## config.mk

```make
export PLATFORM = sky130hd
export DESIGN_NAME = bus_fabric
export DESIGN_NICKNAME = d
export VERILOG_FILES = /design/src/rtl/bus_fabric.sv
export SDC_FILE = /design/constraint.sdc
export NUM_CORES = 1
export LEC_CHECK = 0
export ABC_AREA = 1
export ABC_CLOCK_PERIOD_IN_PS = 1300
export CORE_AREA = 3 3 110 112
export DETAILED_ROUTE_END_ITERATION = 10
export DIE_AREA = 0 0 113 115
export PLACE_DENSITY = 0.61
export SLEW_MARGIN = 25
export SYNTH_ARGS = -nofsm -noshare
export SYNTH_HDL_FRONTEND = slang
export SYNTH_SLANG_ARGS = --single-unit
export TNS_END_PERCENT = 100
```

## constraint.sdc

```tcl
create_clock -name i_clk -period 1.3 [get_ports i_clk]
set_input_delay 0.26 -clock i_clk [delete_from_list [all_inputs] [get_ports i_clk]]
set_output_delay 0.26 -clock i_clk [all_outputs]
set_load 0.05 [all_outputs]
```

## src/rtl/bus_fabric.sv

```systemverilog
// Single-master address-decode fabric: posted writes, one tracked read with registered response.
// Optional read timeout built only when BUS_FABRIC_TIMEOUT_EN is defined.
module bus_fabric #(
    parameter int              W        = 32,
    parameter int              AW       = 16,
    parameter int              N        = 4,
    parameter logic [N*AW-1:0] SLV_BASE = '0,
    parameter logic [N*AW-1:0] SLV_MASK = '0,
    parameter int              TIMEOUT  = 15
) (
    input  logic              i_clk,
    input  logic              i_rst_n,
    input  logic [AW-1:0]     i_m_addr,
    input  logic              i_m_ren,
    input  logic              i_m_wen,
    input  logic [W-1:0]      i_m_wdata,
    input  logic [W/8-1:0]    i_m_wr_mask,
    output logic [W-1:0]      o_m_rdata,
    output logic              o_m_rd_valid,
    output logic              o_m_err,
    output logic              o_m_busy,
    output logic [N-1:0]      o_s_ren,
    output logic [N-1:0]      o_s_wen,
    output logic [AW-1:0]     o_s_addr,
    output logic [W-1:0]      o_s_wdata,
    output logic [W/8-1:0]    o_s_wr_mask,
    input  logic [N*W-1:0]    i_s_rdata,
    input  logic [N-1:0]      i_s_rd_valid
);
    // state   | meaning
    // IDLE    | no read outstanding, requests accepted
    // WAIT    | read issued to slave r_idx, waiting for its rd_valid
    typedef enum logic {ST_IDLE = 1'b0, ST_WAIT = 1'b1} state_t;

    localparam int IW = (N > 1) ? $clog2(N) : 1;

    state_t         r_state, w_state_nxt;
    logic [IW-1:0]  r_idx, w_idx_nxt;
    logic [W-1:0]   r_rdata, w_rdata_nxt;
    logic           r_rd_valid, w_rd_valid_nxt;
    logic           r_err, w_err_nxt;

    logic [N-1:0]   w_hit;
    logic [IW-1:0]  w_sel;
    logic           w_miss;
    logic [AW-1:0]  w_mask_sel;
    logic [N-1:0]   w_sel_onehot;
    logic           w_busy;
    logic           w_rd_acc;
    logic           w_wr_acc;
    logic           w_idx_valid;
    logic [W-1:0]   w_idx_rdata;
    logic           w_timeout;

    // Walk from the top down so the lowest-index hit wins on overlap.
    always_comb begin
        w_hit      = '0;
        w_sel      = '0;
        w_mask_sel = '0;
        for (int k = N - 1; k >= 0; k--) begin
            w_hit[k] = ((i_m_addr & SLV_MASK[k*AW +: AW]) == SLV_BASE[k*AW +: AW]);
            if (w_hit[k]) begin
                w_sel      = IW'(k);
                w_mask_sel = SLV_MASK[k*AW +: AW];
            end
        end
        w_miss = ~|w_hit;
    end

    always_comb begin
        w_sel_onehot        = '0;
        w_sel_onehot[w_sel] = 1'b1;
    end

    assign w_busy      = (r_state == ST_WAIT);
    assign w_rd_acc    = i_m_ren & ~w_busy & ~w_miss;
    assign w_wr_acc    = i_m_wen & ~i_m_ren & ~w_busy & ~w_miss;

    assign o_s_ren     = w_rd_acc ? w_sel_onehot : '0;
    assign o_s_wen     = w_wr_acc ? w_sel_onehot : '0;
    assign o_s_addr    = i_m_addr & ~w_mask_sel;
    assign o_s_wdata   = i_m_wdata;
    assign o_s_wr_mask = i_m_wr_mask;

    assign w_idx_valid = i_s_rd_valid[r_idx];
    assign w_idx_rdata = i_s_rdata[r_idx*W +: W];

`ifdef BUS_FABRIC_TIMEOUT_EN
    logic [7:0] r_cnt;

    always_ff @(posedge i_clk or negedge i_rst_n) begin
        if (!i_rst_n) begin
            r_cnt <= '0;
        end else if (r_state == ST_IDLE) begin
            r_cnt <= '0;
        end else if (!w_idx_valid) begin
            r_cnt <= r_cnt + 8'd1;
        end
    end

    // r_cnt holds (cycles since issue - 1), so this fires in cycle TIMEOUT.
    assign w_timeout = (r_cnt == 8'(TIMEOUT - 1));
`else
    assign w_timeout = 1'b0;
`endif

    always_comb begin
        w_state_nxt    = r_state;
        w_idx_nxt      = r_idx;
        w_rdata_nxt    = r_rdata;
        w_rd_valid_nxt = 1'b0;
        w_err_nxt      = 1'b0;
        case (r_state)
            ST_IDLE: begin
                if (i_m_ren) begin
                    if (w_miss) begin
                        w_rd_valid_nxt = 1'b1;
                        w_err_nxt      = 1'b1;
                        w_rdata_nxt    = '0;
                    end else begin
                        w_idx_nxt   = w_sel;
                        w_state_nxt = ST_WAIT;
                    end
                end else if (i_m_wen && w_miss) begin
                    w_err_nxt = 1'b1;
                end
            end
            ST_WAIT: begin
                if (w_idx_valid) begin
                    w_rd_valid_nxt = 1'b1;
                    w_rdata_nxt    = w_idx_rdata;
                    w_state_nxt    = ST_IDLE;
                end else if (w_timeout) begin
                    w_rd_valid_nxt = 1'b1;
                    w_err_nxt      = 1'b1;
                    w_rdata_nxt    = '0;
                    w_state_nxt    = ST_IDLE;
                end
            end
            default: w_state_nxt = ST_IDLE;
        endcase
    end

    always_ff @(posedge i_clk or negedge i_rst_n) begin
        if (!i_rst_n) begin
            r_state    <= ST_IDLE;
            r_idx      <= '0;
            r_rdata    <= '0;
            r_rd_valid <= 1'b0;
            r_err      <= 1'b0;
        end else begin
            r_state    <= w_state_nxt;
            r_idx      <= w_idx_nxt;
            r_rdata    <= w_rdata_nxt;
            r_rd_valid <= w_rd_valid_nxt;
            r_err      <= w_err_nxt;
        end
    end

    assign o_m_rdata    = r_rdata;
    assign o_m_rd_valid = r_rd_valid;
    assign o_m_err      = r_err;
    assign o_m_busy     = w_busy;

endmodule

```

; Word-level counts from Yosys, hierarchy flattened
; Index checks and enable logic that the tools add are counted.
[op_classes]
mux = 9
n_eq_ne = 1
bitwise = 5
reduce_logical = 1
[ops]
columns = cell, count
row1 = $mux W32, 2
row2 = $mux W1, 5
row3 = $pmux W1 S2, 2
row4 = $and A1 B1 Y1, 3
row5 = $ne A2 B1 Y1 const B, 1
row6 = $not A1 Y1, 2
row7 = $reduce_and A2 Y1, 1
[totals]
out_inout_bits = 95
inputBits = 188
regBits = 34
elab_cells = 19

; Depth between registers and ports, before layout
[depth]
depth_word = 4
depth_mapped = 5
depth_no_buf = 3

; Worst setup path after synthesis
; OpenSTA, ideal clock, no wires.
[synth_timing]
kind = reg2out
startpoint = register r_state (netlist: o_m_busy)
endpoint = output o_s_ren[0]
path_stages_with_launch = 5
n_path_buf = 3
required_ps = 1040
t_arrival_ps = 1222
slack_ps = -182
path_cell_list = dfrtp_1 > buf_6 > buf_4 > nor2_1 > buf_4
[synth_between]
elab_chain_cells = 3
[synth_rtl]
columns = item, line
row1 = from (decl), 37  ; state_t r_state, w_state_nxt;
row2 = from (signal assigned), 152  ; r_state <= w_state_nxt;
row3 = $not A1 Y1, -
row4 = $and A1 B1 Y1, 76  ; assign w_rd_acc = i_m_ren & ~w_busy & ~w_miss;
row5 = named net w_rd_acc, 49  ; logic w_rd_acc;
row6 = $mux W1, 79  ; assign o_s_ren = w_rd_acc ? w_sel_onehot : '0;
row7 = to (decl), 22  ; output logic [N-1:0] o_s_ren,
; The timed path passes the listed nets, and every way through them passes these cells.

; Worst setup path in the final report
[layout_timing]
startpoint = register r_state (netlist: o_m_busy)
endpoint = output o_s_wen[0]
[layout_between]
elab_chain_cells = 3
[layout_rtl]
columns = item, line
row1 = $not A1 Y1, -
row2 = $and A1 B1 Y1, 77  ; assign w_wr_acc = i_m_wen & ~i_m_ren & ~w_busy & ~w_miss;
row3 = $mux W1, 80  ; assign o_s_wen = w_wr_acc ? w_sel_onehot : '0;
row4 = to (decl), 23  ; output logic [N-1:0] o_s_wen,
; Every way passes these cells.

==> flow_summary.json <==
{
  "path_delay_family": "flip-flops",
  "io_pins": 283,
  "fmax_mhz": 747,
  "die-area_um2": 13000,
  "path_cells": "nor2_4 -> buf_12",
  "core-area_um2": 11300,
  "hold_class": "input pin to async pin",
  "clock_path_buffers": 2,
  "dieHeight_um": 115,
  "grt_pass1_wl_um": 7730,
  "place_hpwl_um": 3840,
  "syn_area_um2": 1890,
  "multiInputGateArea_um2": 519,
  "drtPass1Iterations": 4,
  "violations": "setup timing",
  "yosysSeqAreaShare": 0.450,
  "antenna_found_initial": 0,
  "cts-root-buf": "clkbuf_16",
  "max_stage_delay_ns": 0.54,
  "clock_sinks": 34,
  "final_common_cell": "nand2_1",
  "area_growth_pct": 55.2,
  "post-route-period-util": 1.03,
  "regArea_um2": 855,
  "grt_overflow": 0,
  "finalSetupViolCount": 2,
  "synth_cells": 211,
  "gp_congestion": 0.772,
  "leakage_nw": 1.36,
  "mostFrequentLayoutCells": "54 x nand2_1, 40 x buf_12, 34 x clkdlybuf4s50_1",
  "final.setup.worst_slack_ns": -0.0393,
  "finalCriticalPeriod_ns": 1.34,
  "cts_max_level": 2,
  "first_global_vias": 1415,
  "max-vdd-ir-drop_mv": 0.748,
  "rsz0062_at_grt": "yes",
  "drive_gt1_frac": 0.298,
  "slew_viol_final": 0,
  "drtAntennaViolNets": 0,
  "diodes": 0,
  "syn_avg_cell_area_um2": 8.95,
  "yosysUniqueCellTypes": 11,
  "path_clk_slew_ns": 0.05,
  "synth_top_cell_by_area": "dfrtp_1",
  "critical_path_arrival_ns": 1.08,
  "grt_use_total": 0.0784,
  "die_w_um": 113,
  "slowest_stage": "dfrtp_4",
  "whs_ns": 0.429,
  "drcViolationCount": 0,
  "initial_core_util": 0.167,
  "yosys_warnings": 0,
  "worstSetupPathType": "flop to output pin",
  "critPathLaunchType": "flop",
  "maxCapViolCount": 0,
  "grt_max_degree": 34,
  "cts_tree": "built",
  "vias_per_cell": 3.65,
  "dp.cells": 367,
  "fin_nets": 423,
  "via_count": 1380,
  "hold_viol": 0,
  "port-buffer-count": 72,
  "power_density_nw_per_um2": 1770,
  "cp.buffers_inverters": 1,
  "synth_seq_cells": 34,
  "path_max_fanout": 6,
  "cp.required_ns": 1.04,
  "yosysTopAreaCellShare": 0.450,
  "fp-row-count": 39,
  "wirelength_um": 5370,
  "clock_latency_ns": 0.27,
  "endpoint_kind": "output pin",
  "fill_cells": 1193,
  "wl_per_cell_um": 14.2,
  "synth.area.top_cells": "dfrtp_1 45%, buf_4 27%, nand2_1 11%",
  "cts_made_buffers": 5,
  "skew_ns": 0.00273,
  "finalSetupTns_ns": -0.0768,
  "fin_cells": 378,
  "drt_iter0_markers": 72,
  "outcome": "complete, but fails checks"
}
cell usage after synthesis, drive strengths merged:
cell,number
nor2,4
buf,72
nand3,32
nand2,66
dfrtp,34
inv,2
conb,1
final cells by class:
class,count,area share
well taps,143,0.0610
multi-input cells,110,0.177
repair buffers,82,0.410
clock inverters,1,0.0102
clock buffers,6,0.0474
flip-flops and latches,34,0.292
inverters,2,0.00256
kinds of logic (layout without fill, tap and decap cells):
group	count (synthesis)	count (layout)	share of synthesized area
flops	34	34	0.450
simple gates	102	103	0.246
other cells	1	7	0.00198
buf+inv	74	91	0.302
worst register-to-register path: cells and delay by family, from the launching register on:
kind	cells	cell delay [ns]
simple gates	3	0.42
flops	1	0.54
buf+inv	1	0.20
final timing paths:
kind                            slack (ns)             to  cells past startpoint    startpoint
worst max-delay path                 -0.04     o_s_wen[0]                      2      o_m_busy
worst min-delay path                  0.43  o_m_rdata[30]                      2       i_rst_n
worst max register to register        0.09   o_m_rdata[4]                      4      o_m_busy
worst min register to register        0.53   o_m_rdata[8]                      2  o_m_rdata[8]
max in group asynchronous             0.43   o_m_rdata[3]                      3       i_rst_n
min in group i_clk                    0.46       o_m_busy                      3       i_m_ren
power by group:
group,leakage (nW),internal [W],switching (W)
clock network,0.0829,0.000945,0.000429
registers,0.418,0.00127,0.000253
logic,0.864,0.00107,0.00121
total,1.36,0.00329,0.00189
state kept, by name, summed over array words and instances (netlist names):
name,count
o_m_rdata,32
o_m_busy,1
o_m_rd_valid,1
layer usage:
metal | global-route usage | part of all wire | vias up
met1 | 0.0885 | 0.40 | 646
met5 | 0 | 0 | -
met4 | 0.0369 | 0.028 | 0
met3 | 0.0421 | 0.12 | 26
li1 | - | - | 637
met2 | 0.122 | 0.45 | 71
per-stage QoR:
| stage | worst slack, ns | total power [W] | area (um2) | utilization |
|---|---|---|---|---|
| floorplan | -0.00428 | 0.00302 | 1940 | - |
| global placement | -0.143 | 0.00379 | 2720 | 0.240 |
| detailed placement | -0.162 | 0.00382 | 2720 | 0.240 |
| CTS | -0.0544 | 0.00526 | 2920 | 0.258 |
| global route | -0.0781 | 0.00541 | 2930 | 0.259 |
| finish | -0.0393 | 0.00518 | 2930 | 0.259 |
repair_timing:
| item | CTS | global route |
|---|---|---|
| hold buffers | 1 | 0 |
| resized for setup | 3 | 1 |
| endpoints found under the setup margin | 3 | 3 |
| hold endpoints to repair | 11 | 0 |
| setup buffers | 2 | 0 |
| pin swaps | 0 | 1 |
| cloned | 0 | 1 |
Power figures use the tool's default switching activity.
